[config.mk]
export PLATFORM = sky130hd
export DESIGN_NAME = weight_tile_counter
export DESIGN_NICKNAME = d
export VERILOG_FILES = /design/src/rtl/weight_tile_counter.sv
export SDC_FILE = /design/constraint.sdc
export NUM_CORES = 1
export LEC_CHECK = 0
export CORE_MARGIN = 2
export CORE_UTILIZATION = 44
export CTS_CLUSTER_DIAMETER = 50
export CTS_CLUSTER_SIZE = 8
export DETAILED_ROUTE_END_ITERATION = 12
export GPL_TIMING_DRIVEN = 1
export HOLD_SLACK_MARGIN = 0.06
export PLACE_DENSITY = 0.87
export RECOVER_POWER = 50
export SETUP_SLACK_MARGIN = 0.4
export SLEW_MARGIN = 0
export SYNTH_ARGS = -nofsm -noshare
export SYNTH_HDL_FRONTEND = slang
export SYNTH_SLANG_ARGS = --single-unit
[constraint.sdc]
create_clock -name clk -period 2.2 [get_ports clk]
set_input_delay 0.22 -clock clk [delete_from_list [all_inputs] [get_ports clk]]
set_output_delay 0.22 -clock clk [all_outputs]
set_load 0.01 [all_outputs]
[src/rtl/weight_tile_counter.sv]
// weight_tile_counter: walks a runtime-sized 2-D weight tile (column inner, row outer)
// under a valid/ready step handshake, producing indices, flat address and sweep flags.
module weight_tile_counter #(
    parameter int unsigned WEIGHT_COLS          = 3,
    parameter int unsigned WEIGHT_ROWS          = 3,
    parameter int unsigned COUNTER_WEIGHT_WIDTH = (WEIGHT_COLS > 1) ? $clog2(WEIGHT_COLS) : 1,
    parameter int unsigned COUNTER_ROW_WIDTH    = (WEIGHT_ROWS > 1) ? $clog2(WEIGHT_ROWS) : 1,
    parameter int unsigned ADDR_WIDTH           = ((WEIGHT_COLS * WEIGHT_ROWS) > 1) ?
                                                  $clog2(WEIGHT_COLS * WEIGHT_ROWS) : 1,
    parameter int unsigned CFG_COL_WIDTH        = $clog2(WEIGHT_COLS + 1),
    parameter int unsigned CFG_ROW_WIDTH        = $clog2(WEIGHT_ROWS + 1)
) (
    input  logic                            clk,
    input  logic                            reset,
    input  logic                            start,
    input  logic [CFG_COL_WIDTH-1:0]        cols_cfg,
    input  logic [CFG_ROW_WIDTH-1:0]        rows_cfg,
    input  logic                            step_valid,
    output logic                            step_ready,
    output logic [COUNTER_WEIGHT_WIDTH-1:0] weight_count,
    output logic [COUNTER_ROW_WIDTH-1:0]    row_count,
    output logic [ADDR_WIDTH-1:0]           weight_addr,
    output logic                            last,
    output logic                            col_wrap,
    output logic                            done,
    output logic                            busy
);

    typedef enum logic {
        IDLE = 1'b0,
        RUN  = 1'b1
    } state_t;

    state_t                   state;
    logic [CFG_COL_WIDTH-1:0] cols_lat;
    logic [CFG_ROW_WIDTH-1:0] rows_lat;
    logic [CFG_COL_WIDTH-1:0] cols_clamped;
    logic [CFG_ROW_WIDTH-1:0] rows_clamped;
    logic                     col_at_end;
    logic                     row_at_end;
    logic                     step_accept;

    // Clamp requested extents into 1..max before they are latched
    always_comb begin
        cols_clamped = cols_cfg;
        if (cols_cfg == '0) begin
            cols_clamped = CFG_COL_WIDTH'(1);
        end else if (cols_cfg > CFG_COL_WIDTH'(WEIGHT_COLS)) begin
            cols_clamped = CFG_COL_WIDTH'(WEIGHT_COLS);
        end
        rows_clamped = rows_cfg;
        if (rows_cfg == '0) begin
            rows_clamped = CFG_ROW_WIDTH'(1);
        end else if (rows_cfg > CFG_ROW_WIDTH'(WEIGHT_ROWS)) begin
            rows_clamped = CFG_ROW_WIDTH'(WEIGHT_ROWS);
        end
    end

    // Position decode against the latched extents, plus the flat address
    always_comb begin
        col_at_end  = (CFG_COL_WIDTH'(weight_count) == (cols_lat - CFG_COL_WIDTH'(1)));
        row_at_end  = (CFG_ROW_WIDTH'(row_count) == (rows_lat - CFG_ROW_WIDTH'(1)));
        step_accept = step_valid && step_ready;
        last        = busy && col_at_end && row_at_end;
        weight_addr = (ADDR_WIDTH'(row_count) * ADDR_WIDTH'(cols_lat)) + ADDR_WIDTH'(weight_count);
    end

    // Sweep controller: latches config on start, advances counters on accepted steps
    always_ff @(posedge clk) begin
        if (reset) begin
            state        <= IDLE;
            weight_count <= '0;
            row_count    <= '0;
            col_wrap     <= 1'b0;
            done         <= 1'b0;
            busy         <= 1'b0;
            step_ready   <= 1'b0;
            cols_lat     <= CFG_COL_WIDTH'(1);
            rows_lat     <= CFG_ROW_WIDTH'(1);
        end else begin
            col_wrap <= 1'b0;
            done     <= 1'b0;
            case (state)
                IDLE: begin
                    if (start) begin
                        cols_lat     <= cols_clamped;
                        rows_lat     <= rows_clamped;
                        weight_count <= '0;
                        row_count    <= '0;
                        busy         <= 1'b1;
                        step_ready   <= 1'b1;
                        state        <= RUN;
                    end
                end
                RUN: begin
                    if (step_accept) begin
                        if (col_at_end) begin
                            weight_count <= '0;
                            col_wrap     <= 1'b1;
                            if (row_at_end) begin
                                row_count  <= '0;
                                done       <= 1'b1;
                                busy       <= 1'b0;
                                step_ready <= 1'b0;
                                state      <= IDLE;
                            end else begin
                                row_count <= COUNTER_ROW_WIDTH'(row_count + 1'b1);
                            end
                        end else begin
                            weight_count <= COUNTER_WEIGHT_WIDTH'(weight_count + 1'b1);
                        end
                    end
                end
                default: begin
                    state <= IDLE;
                end
            endcase
        end
    end

endmodule

* After elaboration in Yosys (flattened, before gate mapping)
Index checks and enable logic that the tools add are counted.
** Word-level totals
- Logic and storage cells :: 60
- Output and inout port bits :: 13
- RAM bits :: 0
- Bits in latches :: 0
- Bits of input ports :: 8
- Register bits after elaboration :: 12
- Memories kept :: 0
- Bits in read-only memories :: 0
** Operators by class
- Mux-type cells :: 24
- Bitwise logic cells :: 3
- Order comparisons :: 2
- Equality and inequality tests :: 6
- $mul :: 1
- Divide/modulo/power cells :: 0
- Shifts and indexed selects :: 0
- $add $sub $neg :: 5
- Reductions and logical operators :: 11
** Operators by type and width (number)
- $mux W2 :: 10
- $mux W1 :: 10
- $pmux W2 S2 :: 2
- $ne A2 B1 Y1 const B :: 3
- $add A2 B1 Y2 const B :: 2
- $add A4 B2 Y4 :: 1
- $eq A2 B2 Y1 :: 2
- $gt A2 B2 Y1 const B :: 2
- $logic_not A2 Y1 :: 2
- $mul A2 B2 Y4 :: 1
- $pmux W1 S2 :: 2
- $reduce_and A2 Y1 :: 2
- $reduce_and A4 Y1 :: 1
- $reduce_or A4 Y1 :: 1
- $sub A2 B1 Y2 const B :: 2
- $logic_and A1 B1 Y1 :: 3
- $not A1 Y1 :: 3
- $reduce_and A3 Y1 :: 1
- $reduce_or A3 Y1 :: 1
- $ne A2 B2 Y1 const B :: 1

* Longest topological paths before layout
Gate-level depths: netlist of the first run.
- Word-level depth :: 6
- Mapped depth :: 5
- Depth with buffers taken out :: 4

* Worst setup path after synthesis of the first run
No wires, ideal clock.
- Path kind :: register to output
- Start point :: register row_count[0]
- End point :: output weight_addr[2]
- Setup slack :: 0.215 ns
- Buffers on the path :: 0
- Required time :: 1.980 ns
- Stages on the path, launching flop included :: 5
- Arrival :: 1.765 ns
- Path through :: dfxtp_1 -> and2_1 -> fa_1 -> ha_1 -> fa_1
** On the way
- Longest elaborated chain between the ends :: 2
** Ends and longest elaborated chain
- start, declared :: line 21 : output logic [COUNTER_ROW_WIDTH-1:0] row_count,
- start signal, assigned :: line 107 : row_count <= COUNTER_ROW_WIDTH'(row_count + 1'b1);
- $mul A2 B2 Y4 :: line 65 : weight_addr = (ADDR_WIDTH'(row_count) * ADDR_WIDTH'(cols_lat)) + ADDR_WIDTH'(weight_count);
- $add A4 B2 Y4 :: line 65
- end, declared :: line 22 : output logic [ADDR_WIDTH-1:0] weight_addr,
Every way passes these cells.

* Worst setup path in the final report of the first run
- Start point :: register cols_lat[0]
- End point :: output weight_addr[2]
** On the way
- Longest elaborated chain between the ends :: 2
** Ends and longest elaborated chain
- start, declared :: line 35 : logic [CFG_COL_WIDTH-1:0] cols_lat;
- start signal, assigned :: line 86 : cols_lat <= cols_clamped;
- $mul A2 B2 Y4 :: line 65
- $add A4 B2 Y4 :: line 65
Every way passes these cells.

==> results of run 1 <==
==> critical path, cell delays in order (launching register included) <==
cell	delay [ps]
dfxtp_2	320
and2_4	150
fa_1	450
ha_2	190
fa_1	470
buf_2	130
==> timing repair <==
action	in CTS	in global routing
hold buffers	0	0
setup buffers	1	0
resized for setup	24	0
endpoints found under the setup margin	5	4
pin swaps	4	3
gates cloned	0	0
==> path summary, 6_finish.rpt <==
path | from | depth (start not counted) | end
setup / recovery | cols_lat[0] | 5 | weight_addr[2]
hold / removal | busy | 2 | busy
setup reg to reg | weight_count[1] | 6 | row_count[1]
hold reg to reg | busy | 2 | busy
==> metrics by stage <==
step	TNS (ps)	util	cell area (µm²)	worst slack [ps]	hold slack, ps
2_1_floorplan	0	-	677	323	367
3_3_place_gp	-116	0.648	942	-116	521
3_5_place_dp	-150	0.648	942	-150	540
4_1_cts	-43.5	0.688	1000	-43.5	549
5_1_grt	-59.3	0.678	986	-59.3	593
6_report	0	0.678	986	0.874	549
==> flip-flops by register name, summed over array words and instances, names as in the netlist <==
register / cells
cols_lat: 2
rows_lat: 2
row_count: 2
weight_count: 2
busy: 1
done: 1
col_wrap: 1
state: 1
==> cell usage after synthesis (all sizes together) <==
library cell  instances
and2                  4
buf                   1
nor3                  4
or2                   1
clkbuf                2
mux2i                 4
nand4b                1
dfxtp                12
nor2b                 6
nor2                  6
nand3b                3
o21ai                 5
o311ai                1
a21boi                1
nand2                 2
xnor2                 2
ha                    2
nand3                 1
a211o                 1
fa                    2
a21oi                 3
o211ai                1
nand2b                4
nor3b                 2
==> area by class of cell <==
class,count,area share
clock buffers,4,0.0368
multi-input cells,56,0.447
flip-flops and latches,12,0.251
well taps,16,0.0203
repair buffers,29,0.245
==> logic make-up after synthesis <==
| logic type | Yosys count | synth area share |
|---|---|---|
| buffers and inverters | 3 | 0.0226 |
| AO/OA/AOI/OAI | 12 | 0.109 |
| multiplexers | 4 | 0.0659 |
| AND/OR/NAND/NOR | 34 | 0.305 |
| adder cells (fa/ha/maj) | 4 | 0.0979 |
| flip-flops | 12 | 0.362 |
| XOR/XNOR | 2 | 0.0377 |
==> routing by layer <==
layer  up-vias  track usage
met5         -            0
met4         0        0.119
met3         7       0.0511
met2        25        0.345
met1       304        0.240
li1        307            -
==> power groups by stage <==
stage	combinational [mW]	clock [mW]	sequential, mW
floorplan	0.0398	0	0.236
global placement	0.0756	0	0.234
detailed placement	0.0778	0	0.235
CTS	0.0846	0.180	0.230
global route	0.0861	0.193	0.232
finish	0.0806	0.176	0.231
==> impl_metrics.env, run 1 <==
export IMPL_status="finished, final reports clean"
export IMPL_swShare=0.248
export IMPL_synth_area_um2=664
export IMPL_power_switching_mw=0.121
export IMPL_grt_pass1_wl_um=2800
export IMPL_nets=114
export IMPL_hold_class="reg -> reg"
export IMPL_avgSynthCellArea_um2=9.36
export IMPL_seqPwrFrac=0.474
export IMPL_dieArea_um2=1840
export IMPL_yosysUniqueCellTypes=28
export IMPL_num_vias=643
export IMPL_drtIter0Drc=16
export IMPL_wl_met3_um=81
export IMPL_critPathKind="reg -> out"
export IMPL_slew_violations=0
export IMPL_synthTopCellsByArea="dfxtp_1 (36%), fa_1 (6.0%), nor2b_1 (5.6%)"
export IMPL_cts_tree="done"
export IMPL_start_util=0.457
export IMPL_setup_viol=0
export IMPL_fillers=140
export IMPL_overflow=0
export IMPL_clockRootBuffer="clkbuf_4"
export IMPL_worst_pin_slew_ps=383
export IMPL_comb_power_share=0.166
export IMPL_drtAntennaViolNets=0
export IMPL_p_leak_nw=0.400
export IMPL_fp_dieH_um=42.9
export IMPL_cp_arrival_ps=1980
export IMPL_instances_no_fill=117
export IMPL_maxSlewHeadroom=0.745
export IMPL_drc_errors=0
export IMPL_clkTransAtPathRegs_ps=70
export IMPL_synth_seq_cells=12
export IMPL_wl_met2_um=912
export IMPL_syn_nets=83
export IMPL_crit_path_max_fanout=2
export IMPL_wl_per_cell_um=14.9
export IMPL_synth_cells=71
export IMPL_p_total_mw=0.487
export IMPL_firstDrtPassIters=4
export IMPL_n_antenna_cell=0
export IMPL_port_buffers=20
export IMPL_ys_seq_area_frac=0.362
export IMPL_final_period_utilization=1.00
export IMPL_critPathLaunchType="flip-flop"
export IMPL_top_layer="met4"
export IMPL_grt_pass1_vias=636
export IMPL_hold_viol_final=0
export IMPL_skew_ps=2.79
export IMPL_io_pins=21
export IMPL_yosys_area_top_type="dfxtp_1"
export IMPL_met1_length_um=696
export IMPL_die_w_um=42.9
export IMPL_num_rows=14
export IMPL_regArea_um2=248
export IMPL_ir_worst_vdd_uv=367
export IMPL_clock_path_buffers=2
export IMPL_rrSetupSlack_ps=390
export IMPL_crit_path_end_kind="output pin"
export IMPL_dp_cells=112
export IMPL_clkSinkCount=12
export IMPL_gp_congestion=0.807
export IMPL_areaGrowthSynthToFinish_pct=48.4
export IMPL_wl_um=1740
export IMPL_ys_warn_count=0
export IMPL_dp_hpwl_um=1190
export IMPL_power_density_nw_per_um2=494
export IMPL_internal_power_mw=0.366
export IMPL_clock_power_share=0.361
export IMPL_yosys_area_top_type_share=0.362
export IMPL_grt_start_max_net_pins=11
export IMPL_cp_required_ps=1980
export IMPL_grt_util_all_layers=0.208
export IMPL_final_cell_mix="clkdlybuf4s50_1 (10), dfxtp_1 (8), nor2b_1 (6), nor2_1 (6), buf_4 (6)"
export IMPL_cap_viol_max_count=0
export IMPL_cts_htree_levels=1
export IMPL_final_common_cell="clkdlybuf4s50_1"
export IMPL_drive_above_1_share=0.267
export IMPL_core_um2=1450
export IMPL_numCtsBuffers=3
export IMPL_vias_per_cell=5.50
export IMPL_max_freq_ghz=0.455
export IMPL_post_route_min_period_ps=2200
export IMPL_rsz0062_at_grt="true"
export IMPL_multi_input_area_um2=440
export IMPL_antenna_found_initial=0
export IMPL_insertion_delay_ps=270
(Power assumes the default switching activity.)
==> run 2, diff against run 1 <==
--- a/config.mk
+++ b/config.mk
@@ -10,10 +10,12 @@
 export CTS_CLUSTER_DIAMETER = 50
 export CTS_CLUSTER_SIZE = 8
 export DETAILED_ROUTE_END_ITERATION = 12
+export GPL_ROUTABILITY_DRIVEN = 1
 export GPL_TIMING_DRIVEN = 1
 export HOLD_SLACK_MARGIN = 0.06
 export PLACE_DENSITY = 0.87
 export RECOVER_POWER = 50
+export REMOVE_ABC_BUFFERS = 1
 export SETUP_SLACK_MARGIN = 0.4
 export SLEW_MARGIN = 0
 export SYNTH_ARGS = -nofsm -noshare
==> impl_metrics.env, run 2 (synthesized netlist as in run 1, its figures left out) <==
export IMPL_status="finished with violations"
export IMPL_violations="setup timing"
export IMPL_hold_viol_final=0
export IMPL_crit_path_max_fanout=2
export IMPL_gp_congestion=0.901
export IMPL_setup_viol=1
export IMPL_port_buffers=20
export IMPL_dp_hpwl_um=1190
export IMPL_cp_required_ps=1980
export IMPL_fp_dieH_um=42.9
export IMPL_clkTransAtPathRegs_ps=80
export IMPL_start_util=0.457
export IMPL_crit_chain="and2_4 -> fa_1 -> ha_2 -> fa_1 -> buf_2"
export IMPL_clock_path_buffers=2
export IMPL_n_antenna_cell=0
export IMPL_cts_tree="done"
export IMPL_firstDrtPassIters=4
export IMPL_cpMaxStageDelayCell="fa_1"
export IMPL_clkSinkCount=12
export IMPL_grt_util_all_layers=0.203
export IMPL_maxSlewHeadroom=0.789
export IMPL_post_route_min_period_ps=2220
export IMPL_rr_worst_depth=7
export IMPL_rrSetupSlack_ps=550
export IMPL_max_freq_ghz=0.451
export IMPL_drive_above_1_share=0.275
export IMPL_final_common_cell="dfxtp_1"
export IMPL_cts_hold_buf=0
export IMPL_crit_path_end_kind="output pin"
export IMPL_final_cell_mix="dfxtp_1 (10), clkdlybuf4s50_1 (9), buf_4 (7)"
export IMPL_ir_worst_vdd_uv=462
export IMPL_clockRootBuffer="clkbuf_4"
export IMPL_hold_slack_ps=538
export IMPL_fin_ws_ps=-18.9
export IMPL_final_period_utilization=1.01
export IMPL_die_w_um=42.9
export IMPL_critPathKind="reg -> out"
export IMPL_num_vias=624
export IMPL_cap_viol_max_count=0
export IMPL_areaGrowthSynthToFinish_pct=50.5
export IMPL_nets=115
export IMPL_wl_per_cell_um=14.2
export IMPL_cts_htree_levels=1
export IMPL_insertion_delay_ps=290
export IMPL_drtAntennaViolNets=0
export IMPL_core_um2=1450
export IMPL_crit_top_cell="fa_1"
export IMPL_critPathLaunch="cols_lat[1]"
export IMPL_grt_pass1_wl_um=2550
export IMPL_worst_pin_slew_ps=316
export IMPL_antenna_found_initial=0
export IMPL_overflow=0
export IMPL_p_leak_nw=0.409
export IMPL_vias_per_cell=5.29
export IMPL_finalSetupTns_ps=-18.9
export IMPL_power_density_nw_per_um2=495
export IMPL_drtIter0Drc=7
export IMPL_num_rows=14
export IMPL_grt_start_max_net_pins=11
export IMPL_fillers=112
export IMPL_rsz0062_at_grt="true"
export IMPL_r2r_end="row_count[1]"
export IMPL_reg2reg_from="cols_lat[1]"
export IMPL_numCtsBuffers=3
export IMPL_skew_ps=5.02
export IMPL_wl_um=1680
export IMPL_hold_path_depth=2
export IMPL_drc_errors=0
export IMPL_dieArea_um2=1840
export IMPL_io_pins=21
export IMPL_grt_pass1_vias=569
export IMPL_min_to="busy"
export IMPL_cp_slowest_stage_delay_ps=470
export IMPL_hold_class="reg -> reg"
export IMPL_cp_arrival_ps=2000
export IMPL_hp_start="busy"
export IMPL_slew_violations=0
export IMPL_critPathLaunchType="flip-flop"
-- run 2: worst max-delay path by stage --
stage	end	slack (ps)	depth (start not counted)
finish	weight_addr[2]	-20	5
global route	weight_addr[2]	-80	5
CTS	weight_addr[2]	-30	5
detailed placement	weight_addr[2]	-200	5
global placement	weight_addr[2]	-130	5
floorplan	weight_addr[2]	210	4
-- run 2: layout make-up --
type | count | area (µm²) | area share
Clock buffer | 4 | 36.3 | 0.0363
Multi-Input combinational cell | 56 | 444 | 0.444
Sequential cell | 12 | 243 | 0.243
Tap cell | 16 | 20.0 | 0.0200
Timing Repair Buffer | 30 | 256 | 0.257
-- run 2: timing repair --
item | in CTS | in global routing
endpoints found under the hold margin | 0 | 0
buffers inserted | 1 | 1
setup endpoints to repair | 5 | 4
resized for setup | 20 | 8
pin swaps | 2 | 4
-- run 2: critical path: cells and delay by family (launching register included) --
| kind | cells | cell delay [ps] |
|---|---|---|
| and+or+nand+nor | 1 | 150 |
| buffers and inverters | 1 | 120 |
| adders and majority gates | 3 | 1120 |
| DFF | 1 | 320 |
-- run 2: where the power goes --
part | switching (mW) | internal, mW
clock network | 0.0807 | 0.101
registers | 0.00708 | 0.224
logic | 0.0368 | 0.0449
-- run 2: layer usage --
| layer | share of wire | GRT usage | vias up |
|---|---|---|---|
| met5 | 0 | 0 | - |
| met3 | 0.066 | 0.0809 | 8 |
| met4 | 0.045 | 0.131 | 0 |
| met1 | 0.40 | 0.215 | 283 |
| met2 | 0.49 | 0.330 | 23 |
| li1 | - | - | 310 |
-- run 2: through the flow --
stage	area [µm²]	power, mW	util	std cells	setup WS, ps
floorplan	649	0.272	-	68	215
CTS	985	0.502	0.677	117	-30.6
detailed placement	930	0.313	0.639	112	-195
finish	1000	0.495	0.688	118	-18.9
global route	1000	0.517	0.688	118	-77.0
global placement	930	0.310	0.639	112	-125
